**src/rtl/hdmi_tx_pkg.sv**
```systemverilog
// Shared definitions for the 720x480p60 (VIC 3) HDMI/DVI transmitter core:
// raster constants, TMDS control/clock symbols and the RGB colour type.
package hdmi_tx_pkg;

  localparam int H_ACTIVE = 720;
  localparam int H_FRONT  = 16;
  localparam int H_SYNC   = 62;
  localparam int H_BACK   = 60;
  localparam int V_ACTIVE = 480;
  localparam int V_FRONT  = 9;
  localparam int V_SYNC   = 6;
  localparam int V_BACK   = 30;

  localparam logic [9:0] CTRL_00      = 10'b1101010100;
  localparam logic [9:0] CTRL_01      = 10'b0010101011;
  localparam logic [9:0] CTRL_10      = 10'b0101010100;
  localparam logic [9:0] CTRL_11      = 10'b1010101011;
  localparam logic [9:0] CLOCK_SYMBOL = 10'b1111100000;

  typedef struct packed {
    logic [7:0] r;
    logic [7:0] g;
    logic [7:0] b;
  } colour_t;

  function automatic logic [9:0] control_symbol(input logic [1:0] c);
    case (c)
      2'b00:   return CTRL_00;
      2'b01:   return CTRL_01;
      2'b10:   return CTRL_10;
      default: return CTRL_11;
    endcase
  endfunction

  // Eight 90-pixel colour bars across the active width.
  function automatic colour_t bar_colour(input logic signed [11:0] x);
    if (x < 12'sd90)       return '{r: 8'hFF, g: 8'hFF, b: 8'hFF};
    else if (x < 12'sd180) return '{r: 8'hFF, g: 8'hFF, b: 8'h00};
    else if (x < 12'sd270) return '{r: 8'h00, g: 8'hFF, b: 8'hFF};
    else if (x < 12'sd360) return '{r: 8'h00, g: 8'hFF, b: 8'h00};
    else if (x < 12'sd450) return '{r: 8'hFF, g: 8'h00, b: 8'hFF};
    else if (x < 12'sd540) return '{r: 8'hFF, g: 8'h00, b: 8'h00};
    else if (x < 12'sd630) return '{r: 8'h00, g: 8'h00, b: 8'hFF};
    else                   return '{r: 8'h00, g: 8'h00, b: 8'h00};
  endfunction

endpackage

```
**src/rtl/tmds_encoder_8b10b.sv**
```systemverilog
// One DVI 1.0 TMDS channel encoder: 8b/10b data symbols with running
// disparity while de is high, control symbols (disparity cleared) otherwise.
module tmds_encoder_8b10b
  import hdmi_tx_pkg::*;
#(
  parameter logic [1:0] RESET_C = 2'b00
) (
  input  logic       clk,
  input  logic       reset,
  input  logic       de,
  input  logic [1:0] c,
  input  logic [7:0] d,
  output logic [9:0] q
);

  logic [3:0]        ones_d;
  logic [3:0]        ones_qm;
  logic              use_xnor;
  logic              chain;
  logic [8:0]        q_m;
  logic signed [4:0] balance;
  logic signed [4:0] disparity;
  logic signed [4:0] disparity_next;
  logic [9:0]        data_sym;

  // balance is ones minus zeros of q_m[7:0]; disparity tracks the same
  // quantity summed over every transmitted 10-bit symbol.
  always_comb begin
    ones_d = '0;
    for (int i = 0; i < 8; i++) ones_d = ones_d + 4'(d[i]);
    use_xnor = (ones_d > 4'd4) || ((ones_d == 4'd4) && !d[0]);
    chain = d[0];
    q_m = '0;
    q_m[0] = d[0];
    for (int i = 1; i < 8; i++) begin
      chain = use_xnor ? ~(chain ^ d[i]) : (chain ^ d[i]);
      q_m[i] = chain;
    end
    q_m[8] = ~use_xnor;
    ones_qm = '0;
    for (int i = 0; i < 8; i++) ones_qm = ones_qm + 4'(q_m[i]);
    balance = $signed({ones_qm, 1'b0}) - 5'sd8;
    data_sym = '0;
    disparity_next = disparity;
    if ((disparity == 5'sd0) || (balance == 5'sd0)) begin
      data_sym = {~q_m[8], q_m[8], q_m[8] ? q_m[7:0] : ~q_m[7:0]};
      disparity_next = q_m[8] ? (disparity + balance) : (disparity - balance);
    end else if ((!disparity[4] && (balance > 5'sd0)) ||
                 (disparity[4] && (balance < 5'sd0))) begin
      data_sym = {1'b1, q_m[8], ~q_m[7:0]};
      disparity_next = disparity + (q_m[8] ? 5'sd2 : 5'sd0) - balance;
    end else begin
      data_sym = {1'b0, q_m[8], q_m[7:0]};
      disparity_next = disparity - (q_m[8] ? 5'sd0 : 5'sd2) + balance;
    end
  end

  always_ff @(posedge clk or posedge reset) begin
    if (reset) begin
      q         <= control_symbol(RESET_C);
      disparity <= '0;
    end else if (de) begin
      q         <= data_sym;
      disparity <= disparity_next;
    end else begin
      q         <= control_symbol(c);
      disparity <= '0;
    end
  end

endmodule

```
**src/rtl/hdmi_tx_core.sv**
```systemverilog
// 720x480p60 raster generator plus three-channel TMDS encode pipeline.
// Optional colour-bar source is enabled by defining HDMI_TX_TEST_PATTERN_EN.
module hdmi_tx_core
  import hdmi_tx_pkg::*;
#(
  parameter int H_ACTIVE = hdmi_tx_pkg::H_ACTIVE,
  parameter int H_FRONT  = hdmi_tx_pkg::H_FRONT,
  parameter int H_SYNC   = hdmi_tx_pkg::H_SYNC,
  parameter int H_BACK   = hdmi_tx_pkg::H_BACK,
  parameter int V_ACTIVE = hdmi_tx_pkg::V_ACTIVE,
  parameter int V_FRONT  = hdmi_tx_pkg::V_FRONT,
  parameter int V_SYNC   = hdmi_tx_pkg::V_SYNC,
  parameter int V_BACK   = hdmi_tx_pkg::V_BACK,
  parameter bit SYNC_NEG = 1'b1
) (
  input  logic               pixelClock,
  input  logic               reset,
  input  logic [7:0]         redByte,
  input  logic [7:0]         greenByte,
  input  logic [7:0]         blueByte,
`ifdef HDMI_TX_TEST_PATTERN_EN
  input  logic               patternEnable,
`endif
  output logic signed [11:0] hPosCounter,
  output logic signed [10:0] vPosCounter,
  output logic               inActiveDisplay,
  output logic               hSync,
  output logic               vSync,
  output logic [9:0]         tmdsSymbol0,
  output logic [9:0]         tmdsSymbol1,
  output logic [9:0]         tmdsSymbol2,
  output logic [9:0]         tmdsClockSymbol
);

  localparam logic signed [11:0] H_START    = 12'(-(H_FRONT + H_SYNC + H_BACK));
  localparam logic signed [11:0] H_SYNC_LO  = 12'(-(H_SYNC + H_BACK));
  localparam logic signed [11:0] H_SYNC_HI  = 12'(-H_BACK - 1);
  localparam logic signed [11:0] H_LAST     = 12'(H_ACTIVE - 1);
  localparam logic signed [10:0] V_START    = 11'(-(V_FRONT + V_SYNC + V_BACK));
  localparam logic signed [10:0] V_SYNC_LO  = 11'(-(V_SYNC + V_BACK));
  localparam logic signed [10:0] V_SYNC_HI  = 11'(-V_BACK - 1);
  localparam logic signed [10:0] V_LAST     = 11'(V_ACTIVE - 1);

  logic    de_a;
  logic    hsync_a;
  logic    vsync_a;
  logic    c0;
  logic    c1;
  colour_t pixel;

  always_ff @(posedge pixelClock or posedge reset) begin
    if (reset) begin
      hPosCounter <= H_START;
      vPosCounter <= V_START;
    end else if (hPosCounter == H_LAST) begin
      hPosCounter <= H_START;
      vPosCounter <= (vPosCounter == V_LAST) ? V_START : vPosCounter + 11'sd1;
    end else begin
      hPosCounter <= hPosCounter + 12'sd1;
    end
  end

  assign hSync           = (hPosCounter >= H_SYNC_LO) && (hPosCounter <= H_SYNC_HI);
  assign vSync           = (vPosCounter >= V_SYNC_LO) && (vPosCounter <= V_SYNC_HI);
  assign inActiveDisplay = !hPosCounter[11] && !vPosCounter[10];
  assign tmdsClockSymbol = CLOCK_SYMBOL;

  // Stage A: delay the raster decodes one cycle to meet the returned RGB.
  always_ff @(posedge pixelClock or posedge reset) begin
    if (reset) begin
      de_a    <= 1'b0;
      hsync_a <= 1'b0;
      vsync_a <= 1'b0;
    end else begin
      de_a    <= inActiveDisplay;
      hsync_a <= hSync;
      vsync_a <= vSync;
    end
  end

`ifdef HDMI_TX_TEST_PATTERN_EN
  logic    pattern_sel_a;
  colour_t pattern_a;

  always_ff @(posedge pixelClock or posedge reset) begin
    if (reset) begin
      pattern_sel_a <= 1'b0;
      pattern_a     <= '0;
    end else begin
      pattern_sel_a <= patternEnable;
      pattern_a     <= bar_colour(hPosCounter);
    end
  end

  assign pixel = pattern_sel_a ? pattern_a : '{r: redByte, g: greenByte, b: blueByte};
`else
  assign pixel = '{r: redByte, g: greenByte, b: blueByte};
`endif

  assign c0 = hsync_a ^ SYNC_NEG;
  assign c1 = vsync_a ^ SYNC_NEG;

  // Channel 0 control pair is keyed {c0,c1}, so hsync-only sends 0010101011.
  tmds_encoder_8b10b #(.RESET_C({SYNC_NEG, SYNC_NEG})) u_enc_blue (
    .clk   (pixelClock),
    .reset (reset),
    .de    (de_a),
    .c     ({c0, c1}),
    .d     (pixel.b),
    .q     (tmdsSymbol0)
  );

  tmds_encoder_8b10b #(.RESET_C(2'b00)) u_enc_green (
    .clk   (pixelClock),
    .reset (reset),
    .de    (de_a),
    .c     (2'b00),
    .d     (pixel.g),
    .q     (tmdsSymbol1)
  );

  tmds_encoder_8b10b #(.RESET_C(2'b00)) u_enc_red (
    .clk   (pixelClock),
    .reset (reset),
    .de    (de_a),
    .c     (2'b00),
    .d     (pixel.r),
    .q     (tmdsSymbol2)
  );

endmodule

```
**config.mk**
```make
export PLATFORM = sky130hd
export DESIGN_NAME = hdmi_tx_core
export DESIGN_NICKNAME = d
export VERILOG_FILES = /design/src/rtl/hdmi_tx_pkg.sv /design/src/rtl/tmds_encoder_8b10b.sv /design/src/rtl/hdmi_tx_core.sv
export SDC_FILE = /design/constraint.sdc
export NUM_CORES = 1
export LEC_CHECK = 0
export CAP_MARGIN = 20
export CORE_MARGIN = 2
export CORE_UTILIZATION = 45
export CTS_CLUSTER_DIAMETER = 150
export CTS_CLUSTER_SIZE = 24
export DETAILED_ROUTE_END_ITERATION = 16
export DONT_BUFFER_PORTS = 1
export SETUP_SLACK_MARGIN = 0.5
export SLEW_MARGIN = 20
export SYNTH_ARGS = -nofsm -noshare
export SYNTH_HDL_FRONTEND = slang
export SYNTH_SLANG_ARGS = --single-unit
```
**constraint.sdc**
```tcl
create_clock -name pixelClock -period 2.2 [get_ports pixelClock]
set_input_delay 0.55 -clock pixelClock [delete_from_list [all_inputs] [get_ports pixelClock]]
set_output_delay 0.55 -clock pixelClock [all_outputs]
set_load 0.01 [all_outputs]
```
==> impl_metrics.tcl <==
set metrics [dict create \
    status "complete, but fails checks" \
    failed_checks "setup timing" \
    antenna_found_initial 0 \
    area_grow_syn2layout_pct 53.6 \
    route.vias.total 5576 \
    slowest_delay_ns 0.58 \
    postSynthCellCount 675 \
    transition_time_at_the_pin_with_the_least_slew_margin_ns 0.971 \
    synth.yosys.seq_area_share_pct 27.2 \
    cp_slowest_cell "sky130_fd_sc_hd__fa_2" \
    crit_path_start_kind "input pin" \
    timing.hold.worst.class "input pin to asynchronous set/reset pin" \
    maxClockFrequency_ghz 0.143 \
    timing.max_slew.rel_slack_pct 34.6 \
    floorplan.die_area_um2 15200 \
    dieHeight_um 123 \
    ctsLongestPathBuffers 2 \
    crit_top_cell "sky130_fd_sc_hd__fa_1" \
    core_area_um2 13900 \
    worst_skew_pair.late_latency_ns 0.35 \
    route.top_layer_used "met4" \
    htree_levels 3 \
    postSynth.asyncResetShare_pct 100 \
    grt_max_degree 69 \
    dpl_worst_slack_ns -5.16 \
    drt_wl_total_um 19400 \
    clock_sink_count 68 \
    numCtsBuffers 9 \
    synthMostInstantiatedCell "sky130_fd_sc_hd__inv_1" \
    tritoncts "built" \
    numPortBuffers 0 \
    io_pins 92 \
    wire_per_inst_um 18.2 \
    clk_root_buf "sky130_fd_sc_hd__clkbuf_16" \
    worst-endpoint-arrival_ns 7.19 \
    crit_fanout 4 \
    design.final.nets 1013 \
    ys_ff_latch 68 \
    final.min_clock_period_ns 6.98 \
    netlist.top_cell.by_area "sky130_fd_sc_hd__dfrtp_1" \
    ctsHoldBuffers 0 \
    clock-skew-final_ns 0.00938 \
    grt_first_pass_wirelength_um 30100 \
    global_route.usage.total_pct 25.7 \
    detailroute.wirelength.met3_um 968 \
    floorplan.initialDensity_pct 46.1 \
    fp.dieW_um 123 \
    post_synth_most_frequent_cells "sky130_fd_sc_hd__inv_1, sky130_fd_sc_hd__ha_1, sky130_fd_sc_hd__xnor2_1" \
    synth_cell_type_count 58 \
    antenna_cells 0 \
    grt_pass1_vias 5979 \
    synth.yosys.warnings 0 \
    final-hold-violation-count 0 \
    maxCapViolCount 0 \
    worstSetupEndpointType "flop" \
    yosysTopAreaCellShare_pct 13.7 \
    floorplan.rows 43 \
    met2RoutedLength_um 9740 \
    synthesis.area_per_instance_um2 9.49 \
    route.layer.met1.wl_um 8090 \
    gp_congestion 0.874 \
    drtPass1Iterations 4 \
    layout_worst_path_cycle_share_pct 317 \
    worstPathRequired_ns 2.42 \
    report.final.setup_viol 44 \
    cell_types_occupying_the_most_area_after_synthesis "sky130_fd_sc_hd__dfrtp_1, sky130_fd_sc_hd__dfstp_2, sky130_fd_sc_hd__ha_1" \
    cts.reportedPaths.clkPinSlew_ns 0.06 \
    setup.worst_path.class "input pin to flop" \
    post-route-drc-count 0 \
    route.antenna.remaining_nets 0 \
    rsz0062_at_grt "true" \
    vias_per_instance 5.23 \
    hpwlAfterDp_um 12700 \
    report.final.slew_viol_count 0 \
    post_route_cells_drive_above_1_share_pct 48.8 \
    syn_std_cell_area_um2 6400 \
    drt_iter0_drcs 266 \
    total_congestion_overflow 0 \
    finalWorstSetupSlack_ns -4.78 \
    ys_dominant_reg_cell "sky130_fd_sc_hd__dfrtp_1" \
    synth-edff-count 0 \
]
[per-stage QoR]
step	hold slack [ns]	utilization [%]	instance area, µm²	std cells	TNS, ns
after floorplan	0.498	-	6890	683	-180.20
after global placement	0.443	57.6	7990	978	-183.30
after detailed placement	0.454	57.6	7990	978	-188.85
after CTS	0.186	66.9	9290	1051	-170.41
after global routing	0.203	70.9	9840	1067	-183.53
final	0.176	70.9	9840	1067	-174.88
[metal layers]
layer / vias up / GRT usage [%]
met2: 156 / 43.6
met5: - / 0
met3: 43 / 4.89
met1: 2751 / 32.6
li1: 2626 / -
met4: 0 / 9.23
[critical path: cells and delay by family]
kind	cells	cell delay, ns
compound gates	8	1.13
xor+xnor	1	0.08
fa+ha+maj	12	4.73
buf+inv	6	0.29
simple gates	3	0.42
[flip-flops by register name, summed over array words and instances (netlist names)]
signal and flops:
hPosCounter 12, vPosCounter 11, u_enc_blue.q 10, u_enc_green.q 10, u_enc_red.q 10, u_enc_blue.disparity 4, u_enc_green.disparity 4, u_enc_red.disparity 4
de_a 1, hsync_a 1, vsync_a 1
[logic make-up after synthesis]
kind of cell    Yosys count  synth area share [%]
buf+inv                 126                  8.07
fa+ha+maj               105                  25.1
xor+xnor                 98                  14.5
compound gates          117                  11.9
other cells               2                 0.117
simple gates            150                  11.6
mux                       9                  1.52
flops                    68                  27.2
[layout make-up]
| cell class | count | area (µm²) |
|---|---|---|
| Clock buffer | 10 | 229 |
| Clock inverter | 6 | 111 |
| Fill cell | 983 | 4050 |
| Inverter | 100 | 399 |
| Multi-Input combinational cell | 489 | 5200 |
| Sequential cell | 68 | 1740 |
| Tap cell | 180 | 225 |
| Timing Repair Buffer | 214 | 1930 |
[placed cells by master, fill, tap and decap left out, drive strengths merged, types with 6 or more instances in the layout]
cell type    n
a211oi       6
fa          39
dfstp       33
o21ai       19
clkbuf      10
a21oi       36
nor3         9
nand4        6
dfrtp       35
mux2i        9
a31oi        7
nor2        38
a21o        18
buf        214
inv        100
and3        10
conb        10
xnor2       69
nor4         7
xor2        27
ha          66
nand2       39
nand3       13
[repair_timing]
item                       CTS  global route
gates cloned                 1             0
pin swaps                   55            61
setup buffers               56            16
resized for setup          128            84
setup endpoints to repair   56            61
[path summary, 6_finish.rpt]
check / from / to / slack [ns] / cells after the start
worst max-delay path: blueByte[1] / u_enc_blue.disparity[4]$_DFF_PP0_ / -4.78 / 30
worst min-delay path: reset / u_enc_green.disparity[3]$_DFF_PP0_ / 0.18 / 2
max in group asynchronous: reset / u_enc_blue.q[5]$_DFF_PP1_ / 1.68 / 2
worst max register to register: u_enc_blue.disparity[1]$_DFF_PP0_ / u_enc_blue.disparity[4]$_DFF_PP0_ / -0.16 / 10
worst min register to register: hPosCounter[0]$_DFF_PP0_ / hPosCounter[0]$_DFF_PP0_ / 0.47 / 1
min in group pixelClock: greenByte[0] / u_enc_green.q[0]$_DFF_PP0_ / 0.37 / 2
Power is not shown: default switching activity piles up to over one toggle a cycle in this logic, so the estimate is an artifact.
